<file path="config.mk">
export PLATFORM = sky130hd
export DESIGN_NAME = lu_issue
export DESIGN_NICKNAME = d
export VERILOG_FILES = /design/src/rtl/lu_issue_pkg.sv /design/src/rtl/lu_issue_regfile.sv /design/src/rtl/lu_issue.sv
export SDC_FILE = /design/constraint.sdc
export NUM_CORES = 1
export LEC_CHECK = 0
export ABC_AREA = 1
export BUFFER_PORTS_ARGS = -buffer_cell sky130_fd_sc_hd__buf_4
export CORE_ASPECT_RATIO = 1.75
export CORE_MARGIN = 4
export CORE_UTILIZATION = 30
export CTS_CLUSTER_SIZE = 24
export DETAILED_ROUTE_END_ITERATION = 8
export GPL_TIMING_DRIVEN = 0
export PLACE_DENSITY = 0.48
export SETUP_SLACK_MARGIN = 0.2
export SYNTH_ARGS = -nofsm -noshare
export SYNTH_HDL_FRONTEND = slang
export SYNTH_HIERARCHICAL = 1
export SYNTH_SLANG_ARGS = --single-unit
</file>
<file path="constraint.sdc">
create_clock -name clk -period 2.9 [get_ports clk]
set_clock_uncertainty 0.05 [all_clocks]
set_input_delay 0.145 -clock clk [delete_from_list [all_inputs] [get_ports clk]]
set_output_delay 0.145 -clock clk [all_outputs]
set_load 0.05 [all_outputs]
</file>
<file path="src/rtl/lu_issue_pkg.sv">
// Shared logic-unit definitions: opcode encoding used by the decoder, the issue
// stage and the logic-unit datapath.
package lu_issue_pkg;

  localparam int LU_OP_W = 3;

  typedef enum logic [LU_OP_W-1:0] {
    LU_AND  = 3'b000,
    LU_XOR  = 3'b001,
    LU_NAND = 3'b010,
    LU_OR   = 3'b011,
    LU_NOT  = 3'b100,
    LU_NOR  = 3'b101,
    LU_NEG  = 3'b110,
    LU_XNOR = 3'b111
  } lu_op_e;

endpackage

</file>
<file path="src/rtl/lu_issue_regfile.sv">
// Architectural register file: two combinational read ports, one synchronous
// write port, synchronous clear to zero.
module lu_regfile #(
  parameter int N    = 32,
  parameter int REGS = 8,
  parameter int AW   = $clog2(REGS)
) (
  input  logic          clk,
  input  logic          rst,
  input  logic [AW-1:0] ra,
  input  logic [AW-1:0] rb,
  output logic [N-1:0]  rdata_a,
  output logic [N-1:0]  rdata_b,
  input  logic          we,
  input  logic [AW-1:0] wa,
  input  logic [N-1:0]  wd
);

  logic [N-1:0] mem [REGS];

  assign rdata_a = mem[ra];
  assign rdata_b = mem[rb];

  always_ff @(posedge clk) begin
    if (rst) begin
      for (int i = 0; i < REGS; i++) mem[i] <= '0;
    end else if (we) begin
      mem[wa] <= wd;
    end
  end

endmodule

</file>
<file path="src/rtl/lu_issue.sv">
// Issue/writeback stage for the logic unit: operand read with forwarding from EX,
// one EX cycle on lu_*, regfile write at the EX->WB transfer, result stream out.
module lu_issue
  import lu_issue_pkg::*;
#(
  parameter int N    = 32,
  parameter int REGS = 8,
  parameter int AW   = $clog2(REGS)
) (
  input  logic               clk,
  input  logic               rst,
  // Streams: a beat transfers on the rising edge where valid && ready; an
  // offered beat keeps its payload until taken; ready never waits on valid.
  input  logic               in_valid,
  output logic               in_ready,
  input  logic [LU_OP_W-1:0] in_op,
  input  logic [AW-1:0]      in_ra,
  input  logic [AW-1:0]      in_rb,
  input  logic [AW-1:0]      in_rd,
  output logic [N-1:0]       lu_a,
  output logic [N-1:0]       lu_b,
  output logic [LU_OP_W-1:0] lu_s,
  input  logic [N-1:0]       lu_c,
  output logic               res_valid,
  input  logic               res_ready,
  output logic [AW-1:0]      res_rd,
  output logic [N-1:0]       res_data,
  output logic [15:0]        ret_count
);

  logic               ex_valid;
  logic [LU_OP_W-1:0] ex_op;
  logic [AW-1:0]      ex_rd;
  logic [N-1:0]       ex_a, ex_b;
  logic               wb_valid;
  logic [AW-1:0]      wb_rd;
  logic [N-1:0]       wb_data;

  logic               advance;
  logic [N-1:0]       rf_a, rf_b, op_a, op_b;

  assign advance  = !wb_valid || res_ready;
  assign in_ready = advance;

  // The EX result is not in the regfile until the next edge, so take it from lu_c.
  assign op_a = (ex_valid && (in_ra == ex_rd)) ? lu_c : rf_a;
  assign op_b = (ex_valid && (in_rb == ex_rd)) ? lu_c : rf_b;

  lu_regfile #(.N(N), .REGS(REGS), .AW(AW)) u_regfile (
    .clk     (clk),
    .rst     (rst),
    .ra      (in_ra),
    .rb      (in_rb),
    .rdata_a (rf_a),
    .rdata_b (rf_b),
    .we      (advance && ex_valid),
    .wa      (ex_rd),
    .wd      (lu_c)
  );

  always_ff @(posedge clk) begin
    if (rst) begin
      ex_valid <= 1'b0;
      ex_op    <= LU_AND;
      ex_rd    <= '0;
      ex_a     <= '0;
      ex_b     <= '0;
      wb_valid <= 1'b0;
      wb_rd    <= '0;
      wb_data  <= '0;
    end else if (advance) begin
      ex_valid <= in_valid;
      if (in_valid) begin
        ex_op <= in_op;
        ex_rd <= in_rd;
        ex_a  <= op_a;
        ex_b  <= op_b;
      end
      wb_valid <= ex_valid;
      if (ex_valid) begin
        wb_rd   <= ex_rd;
        wb_data <= lu_c;
      end
    end
  end

  always_ff @(posedge clk) begin
    if (rst) begin
      ret_count <= '0;
    end else if (wb_valid && res_ready) begin
      ret_count <= ret_count + 16'd1;
    end
  end

  assign lu_a      = ex_a;
  assign lu_b      = ex_b;
  assign lu_s      = ex_op;
  assign res_valid = wb_valid;
  assign res_rd    = wb_rd;
  assign res_data  = wb_data;

endmodule

</file>
Word-level counts from Yosys, hierarchy flattened
Memory sizes are Yosys's and may differ from the RTL's. A register that Yosys moved wholly into a read port is not among the register bits.
Cells that the tools add are included.
Widths: inputs -> output; s select.
Word-level totals
  bits in registers: 59
  latch bits: 0
  RAM bits: 256
  ROM bits: 0
  input port bits: 48
  output and inout port bits: 120
  word-level logic and storage cells: 24
  memories kept: 1
Cells by class
  add/subtract/negate cells: 1
  $mul: 0
  divide/modulo/power cells: 0
  order comparisons: 0
  eq/ne operators: 0
  shift-type cells: 0
  multiplexer cells: 8
  bitwise gates (word level): 0
  reductions and logical operators: 7
Memory list
  u_regfile.mem: depth 8, width 32, rd ports 2, clocked after memory_dff 2, wr ports 8, RTL line lu_issue_regfile.sv:19  | logic [N-1:0] mem [REGS];
Operators with widths (number)
  $mux 32: 1
  $reduce_or 32->1: 1
  $add 16x1->16 const B: 1
  $mux 1: 6
  $reduce_and 2->1: 2
  $mux 3: 1
  $logic_and 1x1->1: 2
  $logic_not 1->1: 1
  $logic_or 1x1->1: 1

Logic depth before layout (Yosys ltp)
Gate-level depths: netlist of run 1.
  word-level depth: 8
  mapped depth: 12
  gate-level depth less buffers: 10

By module
The synthesis of run 1 kept the hierarchy.
By module, submodules not included
  lu_regfile: instances 1, cells an instance 2042, area each 15004.4 µm², seq. area each 7687.4 µm²
  lu_issue: instances 1, cells an instance 880, area each 5745.5 µm², seq. area each 2462.4 µm²

Worst setup path after synthesis of run 1
Ideal clock, no wire load.
  kind: reg2reg
  start point: register wb_valid (netlist: res_valid)
  end point: memory u_regfile.mem[0][0] (enable)
  setup time: 0.389 ns
  arrival: 2.366 ns
  required time: 2.461 ns
  setup slack: 0.095 ns
  cell stages (with the launch flop): 11
  buffers on the path: 3
  period minus slack after synthesis: 2.805 ns
  path through: dfxtp_1 inv_2 nor2_4 nor2_1 buf_2 buf_2 nand2_4 nor2_4 nand2_4 buf_6 nand2_1
RTL lines
  start: declaration: RTL line lu_issue.sv:35  | logic wb_valid;
  start signal: assignment: RTL line lu_issue.sv:79  | wb_valid <= ex_valid;
  end: declaration: RTL line lu_issue_regfile.sv:19

==> out/summary.md, run 1 <==
## Route
- 0 — final antenna-violating net count
- 20.0 um — Routed WL per cell
- 1225 — initial detailed-routing violation count
- 4.64 — via density per instance
- 82100 um — routed wire length
- 19104 — total number of vias
- 6 — Pre-antenna DRT Iters
- 0 — number of DRC violations after detailed routing

## STA
- 0 — count of final hold-check violations
- 2.62 ns — final critical path time including I/O delays and setup
- 0.275 ns — least setup slack across all paths after layout
- 0.905 — share of the cycle needed by the critical path after routing
- 0.472 — relative slew slack
- 0 — final setup fails
- 0.381 GHz — highest attainable clock frequency
- 0 — Slew Limit Fails
- 0.792 ns — transition time of the tightest slew-check pin
- yes — RSZ-0062 raised after global routing

## Setup path
- sky130_fd_sc_hd__nand2_4 — cell repeated most along the worst path
- buffers and inverters — kind of cell with the highest combined delay on the critical path
- 2.85 ns — arrival time at the worst endpoint
- 12 — maximum fanout encountered on the critical timing path
- 0.38 ns — CP peak stage delay
- 5 — Bufs and invs on worst path
- 3.12 ns — required time of the critical path
- flop — nature of the critical path endpoint
- inv_1, nor2_1, clkbuf_4, buf_4, nand2_4, nor2_4, nand2_4, buf_6, nand2_4, clkbuf_16 — cells along the critical path
- sky130_fd_sc_hd__dfxtp_1 — cell with the largest stage delay on the worst path
- reg2reg — crit path kind
- flop — startpoint kind of the worst setup timing path

## Cells and area
- 25100 um^2 — final design instance area without fill
- sky130_fd_sc_hd__nand2_1 — most common library cell in the layout ignoring fill and taps
- 3233 — fin nets
- 4115 — number of cells in the finished layout apart from fillers
- 992 x sky130_fd_sc_hd__nand2_1, 491 x sky130_fd_sc_hd__nor2_1, 392 x sky130_fd_sc_hd__nand3_1 — commonest cells after routing, fill and taps aside
- 0.124 — proportion of layout cells with a drive suffix above 1
- 21.1% — relative area change from synthesis to final layout

## GRT
- 19174 — via count of the first global-routing pass
- 0 — aggregate global routing overflow
- 2 — initial antenna violation count
- 120000 um — first-pass GRT wire length
- 26 — maximum number of pins on one net before global-route repair
- 0.219 — GRT Total Usage

## Floorplanning
- 68500 um^2 — total core area
- 73600 um^2 — area of the die
- 168 — IO Pins
- 0.303 — Starting Density
- 207 um — die width
- 127 — site row count
- 356 um — die span in y

## Place
- 0.902 — routability cong.
- 4000 — cell count after placement
- -0.137 ns — worst slack, placed
- 23300 um^2 — area after detailed placement
- 63800 um — Final HPWL DP
- 167 — number of buffers inserted by port buffering

## Clock network
- 379 — sinks on the clock net
- 0.57 ns — clock insertion delay at the later pin of the skew report
- built — TritonCTS clock tree
- 37 — CTS buffer count
- sky130_fd_sc_hd__clkbuf_16 — clock root buffer
- 2 — Max H-tree Level
- 0.07 ns — clock-pin slew of the registers on the worst-case setup and hold paths
- 0 — postcts setup bufs
- 3 — deepest clock path buffer count

## Logic synthesis
- 0.489 — fraction of the yosys area taken by sequential cells
- 26 — number of distinct standard cells referenced by the synthesized netlist
- 7.10 um^2 — Post-Synthesis Mean Instance Area
- 2971 — synthesized netlist net count
- 379 — #FFs+latches synth
- 2922 — number of instances in the synthesized netlist
- 20700 um^2 — Synth Cell Area
- 6 — synthesis warning total

## Flow run
- 0 — MaxCap Viol Count

## Power
- 12.7 nW — LEAKAGE
- 13.8 mW — total power consumption of the routed design
- 548 nW/um^2 — P per Cell Area
- 0.000480 V — Worst VDD drop

## Run status
- complete, no violations — outcome

## Worst hold path
- in2reg — class of the most critical hold timing path

## through the flow
step                TNS (ns)  utilization  hold slack, ns
finish                     0        0.367          0.0664
global route               0        0.367          0.0736
CTS                        0        0.365          0.0463
detailed placement     -3.76        0.341           0.362
global placement     -222.12        0.338           0.352
floorplan                  0            -           0.230
## logic make-up after synthesis
| logic type | after synthesis | synth area share |
|---|---|---|
| simple gates | 1913 | 0.377 |
| fa+ha+maj | 1 | 0.000603 |
| buf+inv | 564 | 0.117 |
| compound gates | 62 | 0.0150 |
| xor+xnor | 3 | 0.00127 |
| flops | 379 | 0.489 |
## Yosys cell counts
cell	count	share of area
sky130_fd_sc_hd__buf_1	11	0.0020
sky130_fd_sc_hd__clkinv_1	1	0.00018
sky130_fd_sc_hd__dfxtp_1	123	0.12
sky130_fd_sc_hd__nor2_1	491	0.089
sky130_fd_sc_hd__ha_1	1	0.00060
sky130_fd_sc_hd__nor3b_1	3	0.0011
sky130_fd_sc_hd__inv_1	384	0.069
sky130_fd_sc_hd__nand2_4	8	0.0043
sky130_fd_sc_hd__nand3b_1	1	0.00036
sky130_fd_sc_hd__xor2_1	3	0.0013
sky130_fd_sc_hd__inv_2	7	0.0013
sky130_fd_sc_hd__buf_2	105	0.025
sky130_fd_sc_hd__nor3_2	1	0.00048
sky130_fd_sc_hd__buf_6	21	0.011
sky130_fd_sc_hd__nand2_2	4	0.0012
sky130_fd_sc_hd__nand3_1	392	0.095
sky130_fd_sc_hd__buf_4	5	0.0018
sky130_fd_sc_hd__clkbuf_1	30	0.0054
sky130_fd_sc_hd__o21ai_1	2	0.00048
sky130_fd_sc_hd__edfxtp_1	256	0.37
sky130_fd_sc_hd__o21ai_0	48	0.012
sky130_fd_sc_hd__nand4_1	3	0.00090
sky130_fd_sc_hd__nor2_4	7	0.0038
sky130_fd_sc_hd__a21oi_1	12	0.0029
sky130_fd_sc_hd__nor3_1	3	0.00072
sky130_fd_sc_hd__nand2_1	1000	0.18
## path summary, 6_finish.rpt
kind	from	endpoint	slack, ns	depth (start not counted)
setup reg to reg	ex_valid	u_regfile/mem[2][24]	0.28	10
setup / recovery	ex_valid	u_regfile/mem[2][24]	0.28	10
hold reg to reg	lu_s[0]	lu_s[0]	0.44	2
hold / removal	in_valid	ex_rd[0]	0.07	4
## registers in the layout (all words and copies together), names as in the netlist
| signal | flops |
|---|---|
| ex_rd | 3 |
| u_regfile/mem | 256 |
| ret_count | 16 |
| ex_valid | 1 |
| res_data | 32 |
| lu_a | 32 |
| res_rd | 3 |
| lu_s | 3 |
| lu_b | 32 |
| res_valid | 1 |
## layout make-up
class | instances | area [um^2]
Timing Repair Buffer | 223 | 1940
Sequential cell | 379 | 10100
Antenna cell | 1 | 2.50
Fill cell | 7301 | 43400
Inverter | 392 | 1470
Clock buffer | 49 | 1070
Buffer | 172 | 963
Tap cell | 903 | 1130
Clock inverter | 17 | 138
Multi-Input combinational cell | 1979 | 8260
## worst register-to-register path: stages, from the launching register on
cell and delay (ns):
sky130_fd_sc_hd__dfxtp_1 0.38, sky130_fd_sc_hd__inv_1 0.07, sky130_fd_sc_hd__nor2_1 0.14, sky130_fd_sc_hd__clkbuf_4 0.24
sky130_fd_sc_hd__buf_4 0.22, sky130_fd_sc_hd__nand2_4 0.09, sky130_fd_sc_hd__nor2_4 0.29, sky130_fd_sc_hd__nand2_4 0.18
sky130_fd_sc_hd__buf_6 0.19, sky130_fd_sc_hd__nand2_4 0.22, sky130_fd_sc_hd__clkbuf_16 0.25
## repair_timing
| item | 4_1_cts | 5_1_grt |
|---|---|---|
| endpoints found under the setup margin | 208 | 163 |
| pin swaps | 0 | 1 |
| endpoints found under the hold margin | 115 | 0 |
| gates resized for setup | 6 | 10 |
| cloned | 0 | 2 |
| hold buffers | 46 | 0 |
## report_power, final
group	leakage [nW]	switching [mW]	internal [mW]
clock network	0.600	2.25	2.78
registers	3.65	0.117	6.03
logic	8.45	1.86	0.732
total	12.7	4.23	9.54
## per-layer routing
| metal | vias to the layer above | part of all wire | GRT usage |
|---|---|---|---|
| li1 | 9516 | - | - |
| met1 | 8872 | 0.37 | 0.237 |
| met2 | 568 | 0.55 | 0.427 |
| met3 | 148 | 0.049 | 0.0286 |
| met4 | 0 | 0.036 | 0.0771 |
| met5 | - | 0 | 0 |
No activity file was read; power rests on OpenSTA's default activity.
==> run 2: changes to the inputs <==
--- a/config.mk
+++ b/config.mk
@@ -5,7 +5,6 @@
 export SDC_FILE = /design/constraint.sdc
 export NUM_CORES = 1
 export LEC_CHECK = 0
-export ABC_AREA = 1
 export BUFFER_PORTS_ARGS = -buffer_cell sky130_fd_sc_hd__buf_4
 export CORE_ASPECT_RATIO = 1.75
 export CORE_MARGIN = 4
==> out/summary.md, run 2 <==
## Clock network
- 379 — sinks on the clock net, unchanged
- sky130_fd_sc_hd__clkbuf_16 — clock root buffer
- 0.07 ns — clock-pin slew of the registers on the worst-case setup and hold paths, about the same
- 2 — Max H-tree Level, unchanged
- built — TritonCTS clock tree
- 3 — deepest clock path buffer count, unchanged
- 0.55 ns — clock insertion delay at the later pin of the skew report, -0.02 ns
- 40 — CTS buffer count, +8.1%

## Route
- 28.8 um — Routed WL per cell, +44%
- 0 — number of DRC violations after detailed routing, unchanged
- 5.58 — via density per instance, +20%
- 75000 um — routed wire length, -8.6%
- 14546 — total number of vias, -24%
- 1029 — initial detailed-routing violation count, -16%
- 0 — final antenna-violating net count, unchanged
- 7 — Pre-antenna DRT Iters, +1

## Logic synthesis
- 256 — EDFF count, synth, unchanged
- 1486 — number of instances in the synthesized netlist, -49%
- 368 x sky130_fd_sc_hd__nor3_1, 256 x sky130_fd_sc_hd__edfxtp_1, 123 x sky130_fd_sc_hd__dfxtp_1 — list of most frequent post-synthesis cells
- 0.530 — fraction of the yosys area taken by sequential cells, +0.0404
- 0 — Post-synth ARST share, unchanged
- 6 — synthesis warning total, unchanged
- 12.9 um^2 — Post-Synthesis Mean Instance Area, +82%
- sky130_fd_sc_hd__edfxtp_1 — predominant post-synthesis flop cell
- 379 — #FFs+latches synth, unchanged
- 1535 — synthesized netlist net count, -48%
- sky130_fd_sc_hd__nor3_1 — most instantiated library cell after synthesis
- 19200 um^2 — Synth Cell Area, -7.6%
- 45 — number of distinct standard cells referenced by the synthesized netlist, +73%
- sky130_fd_sc_hd__edfxtp_1 40%, sky130_fd_sc_hd__mux4_1 16%, sky130_fd_sc_hd__dfxtp_1 13%, sky130_fd_sc_hd__nor3_1 9.6%, sky130_fd_sc_hd__mux2_2 3.8% — biggest area contributors in the synthesized netlist
- sky130_fd_sc_hd__edfxtp_1 — post-synth top area cell
- 0.401 — top cell type's share of synthesized area, +0.0306

## Floorplanning
- 199 um — die width, -3.7%
- 0.303 — Starting Density, -0.000408
- 68200 um^2 — area of the die, -7.4%
- 168 — IO Pins, unchanged
- 342 um — die span in y, -3.8%
- 63300 um^2 — total core area, -7.5%
- 122 — site row count, -3.9%

## Worst hold path
- rst — critical hold path startpoint
- in2reg — class of the most critical hold timing path
- 3 — number of cells on the worst hold path, -1
- u_regfile/mem[0][9] — WHS Endpoint

## Cells and area
- 1818 — fin nets, -44%
- 256 — number of flip-flops in the largest register, unchanged
- 368 x sky130_fd_sc_hd__nor3_1, 256 x sky130_fd_sc_hd__edfxtp_1, 189 x sky130_fd_sc_hd__buf_4 — commonest cells after routing, fill and taps aside
- 24.2% — relative area change from synthesis to final layout
- 2607 — number of cells in the finished layout apart from fillers, -37%
- 23800 um^2 — final design instance area without fill, -5.2%
- 6128 — number of inserted filler cells in the final layout, -16%
- u_regfile/mem — register with the most flip-flops
- 0.266 — proportion of layout cells with a drive suffix above 1, +0.142
- sky130_fd_sc_hd__nor3_1 — most common library cell in the layout ignoring fill and taps

## Power
- 0.000341 V — Worst VDD drop, -29%
- 8.59 nW — LEAKAGE, -32%
- 3.84 mW — switching pwr, -9.0%
- 562 nW/um^2 — P per Cell Area, +2.6%
- 9.53 mW — internal power, about the same
- 0.366 — part of the power in the clock network, about the same
- 0.287 — switching fraction of total power, -0.0196
- 0.173 — logic gate share of total power, -0.015
- 0.461 — sequential share of power, +0.015
- 13.4 mW — total power consumption of the routed design, -2.8%

## GRT
- 22 — maximum number of pins on one net before global-route repair, -15%
- 1 — initial antenna violation count, -1
- 0.0383 — met3 track demand over resource, +0.00968
- 0 — aggregate global routing overflow, unchanged
- 0.384 — M2 GR Usage, -0.0425
- met2 — most used routing layer
- 0.214 — GRT Total Usage, -0.00453
- 0.251 — global routing met1 resource utilization, +0.0146
- 106000 um — first-pass GRT wire length, -12%
- 14951 — via count of the first global-routing pass, -22%

## Place
- 0.853 — routability cong., -5.5%
- 167 — number of buffers inserted by port buffering, unchanged
- 52700 um — Final HPWL DP, -17%
- -0.769 ns — worst slack, placed, -0.633 ns
- 2465 — cell count after placement, -38%
- 21700 um^2 — area after detailed placement, -6.9%

## STA
- 2.64 ns — final critical path time including I/O delays and setup, +0.0103 ns
- no — RSZ-0062 raised after global routing
- 0.909 — share of the cycle needed by the critical path after routing, +0.00355
- 0.190 ns — worst hold slack after final layout, +0.124 ns
- 0 — final setup fails, unchanged
- 1.24 ns — transition time of the tightest slew-check pin, +0.453 ns
- 0.265 ns — least setup slack across all paths after layout, -0.0103 ns
- 0 — count of final hold-check violations, unchanged
- 0.170 — relative slew slack, -0.302
- 0.379 GHz — highest attainable clock frequency, -0.39%
- 0 — Slew Limit Fails, unchanged

## Setup path
- ex_rd[2] — RR Startpoint
- 5 — FF-to-FF path depth, -5
- reg2reg — crit path kind
- 2.87 ns — arrival time at the worst endpoint, +0.02 ns
- 0.26 ns — flop2flop setup slack, about the same
- flop — startpoint kind of the worst setup timing path
- flop — nature of the critical path endpoint
- u_regfile/mem[3][18] — Reg-to-Reg End
- 3.14 ns — required time of the critical path, +0.02 ns
- 11 — maximum fanout encountered on the critical timing path, -1

## Flow run
- 0 — MaxCap Viol Count, unchanged

## Run status
- complete, no violations — outcome

## run 2: cell types whose count changed after synthesis, sizes merged, moves of 65 or more
cell	previous run	this run
nand2	1012	90
nor2	498	77
inv	391	4
nand3	392	6
nor3	4	386
mux4	0	128
mux2	0	67
nor4	0	65
## run 2: area by class of cell
cell class / count / area (um^2) / share of cell area
clock buffer: 57 / 1110 / 0.0465
antenna: 2 / 5.00 / 0.000210
clock inverter: 15 / 82.6 / 0.00347
sequential: 379 / 10200 / 0.427
tap: 806 / 1010 / 0.0424
buffer: 150 / 938 / 0.0394
inverter: 36 / 143 / 0.00599
timing repair buffer: 237 / 2190 / 0.0918
multi-input combinational: 925 / 8180 / 0.344
## run 2: power by group through the flow
stage	clock, mW	combinational, mW	sequential, mW
6_report	4.89	2.31	6.17
5_1_grt	5.20	2.41	6.19
4_1_cts	5.01	2.31	6.17
3_5_place_dp	0	2.18	6.29
3_3_place_gp	0	2.15	6.27
2_1_floorplan	0	1.00	6.59
## run 2: critical path: stages (launching register included)
cell	delay, ns
sky130_fd_sc_hd__dfxtp_1	0.60
sky130_fd_sc_hd__nand2b_1	0.22
sky130_fd_sc_hd__clkbuf_1	0.60
sky130_fd_sc_hd__clkbuf_2	0.51
sky130_fd_sc_hd__o21bai_4	0.14
sky130_fd_sc_hd__buf_4	0.23
## run 2: repair_timing
item                                    in CTS  in global routing
pin swaps                                   12                  1
hold buffers                                39                  0
hold endpoints to repair                   101                  0
cloned                                       4                  0
buffers inserted                            23                  2
gates resized for setup                     14                  6
endpoints found under the setup margin     256                 33
## run 2: logic make-up after synthesis
kind of cell | synth area share
buffers and inverters | 0.0531
xor gates and xnor gates | 0.00685
and+or+nand+nor | 0.181
DFF | 0.530
muxes | 0.212
AOI/OAI and AO/OA | 0.0164
adders and majority gates | 0.000653
## run 2: worst max-delay path by stage
stage                                 to      start  slack, ns
CTS                  u_regfile/mem[6][2]  res_valid       0.24
global route        u_regfile/mem[6][27]  res_valid       0.20
detailed placement  u_regfile/mem[5][22]   ex_valid      -0.77
global placement     u_regfile/mem[7][7]  res_valid      -0.88
finish              u_regfile/mem[3][18]   ex_rd[2]       0.26
floorplan            u_regfile/mem[2][0]  res_valid       0.17
## run 2: metal layers
layer	wire, um	share of wire
met5	0	0
met1	27900	0.37
met3	5290	0.070
met2	38800	0.52
met4	3010	0.040
## run 2: stage by stage
stage,TNS [ns],util
floorplan,0,-
global placement,-172.54,0.340
detailed placement,-115.13,0.343
CTS,0,0.375
global route,0,0.376
finish,0,0.376
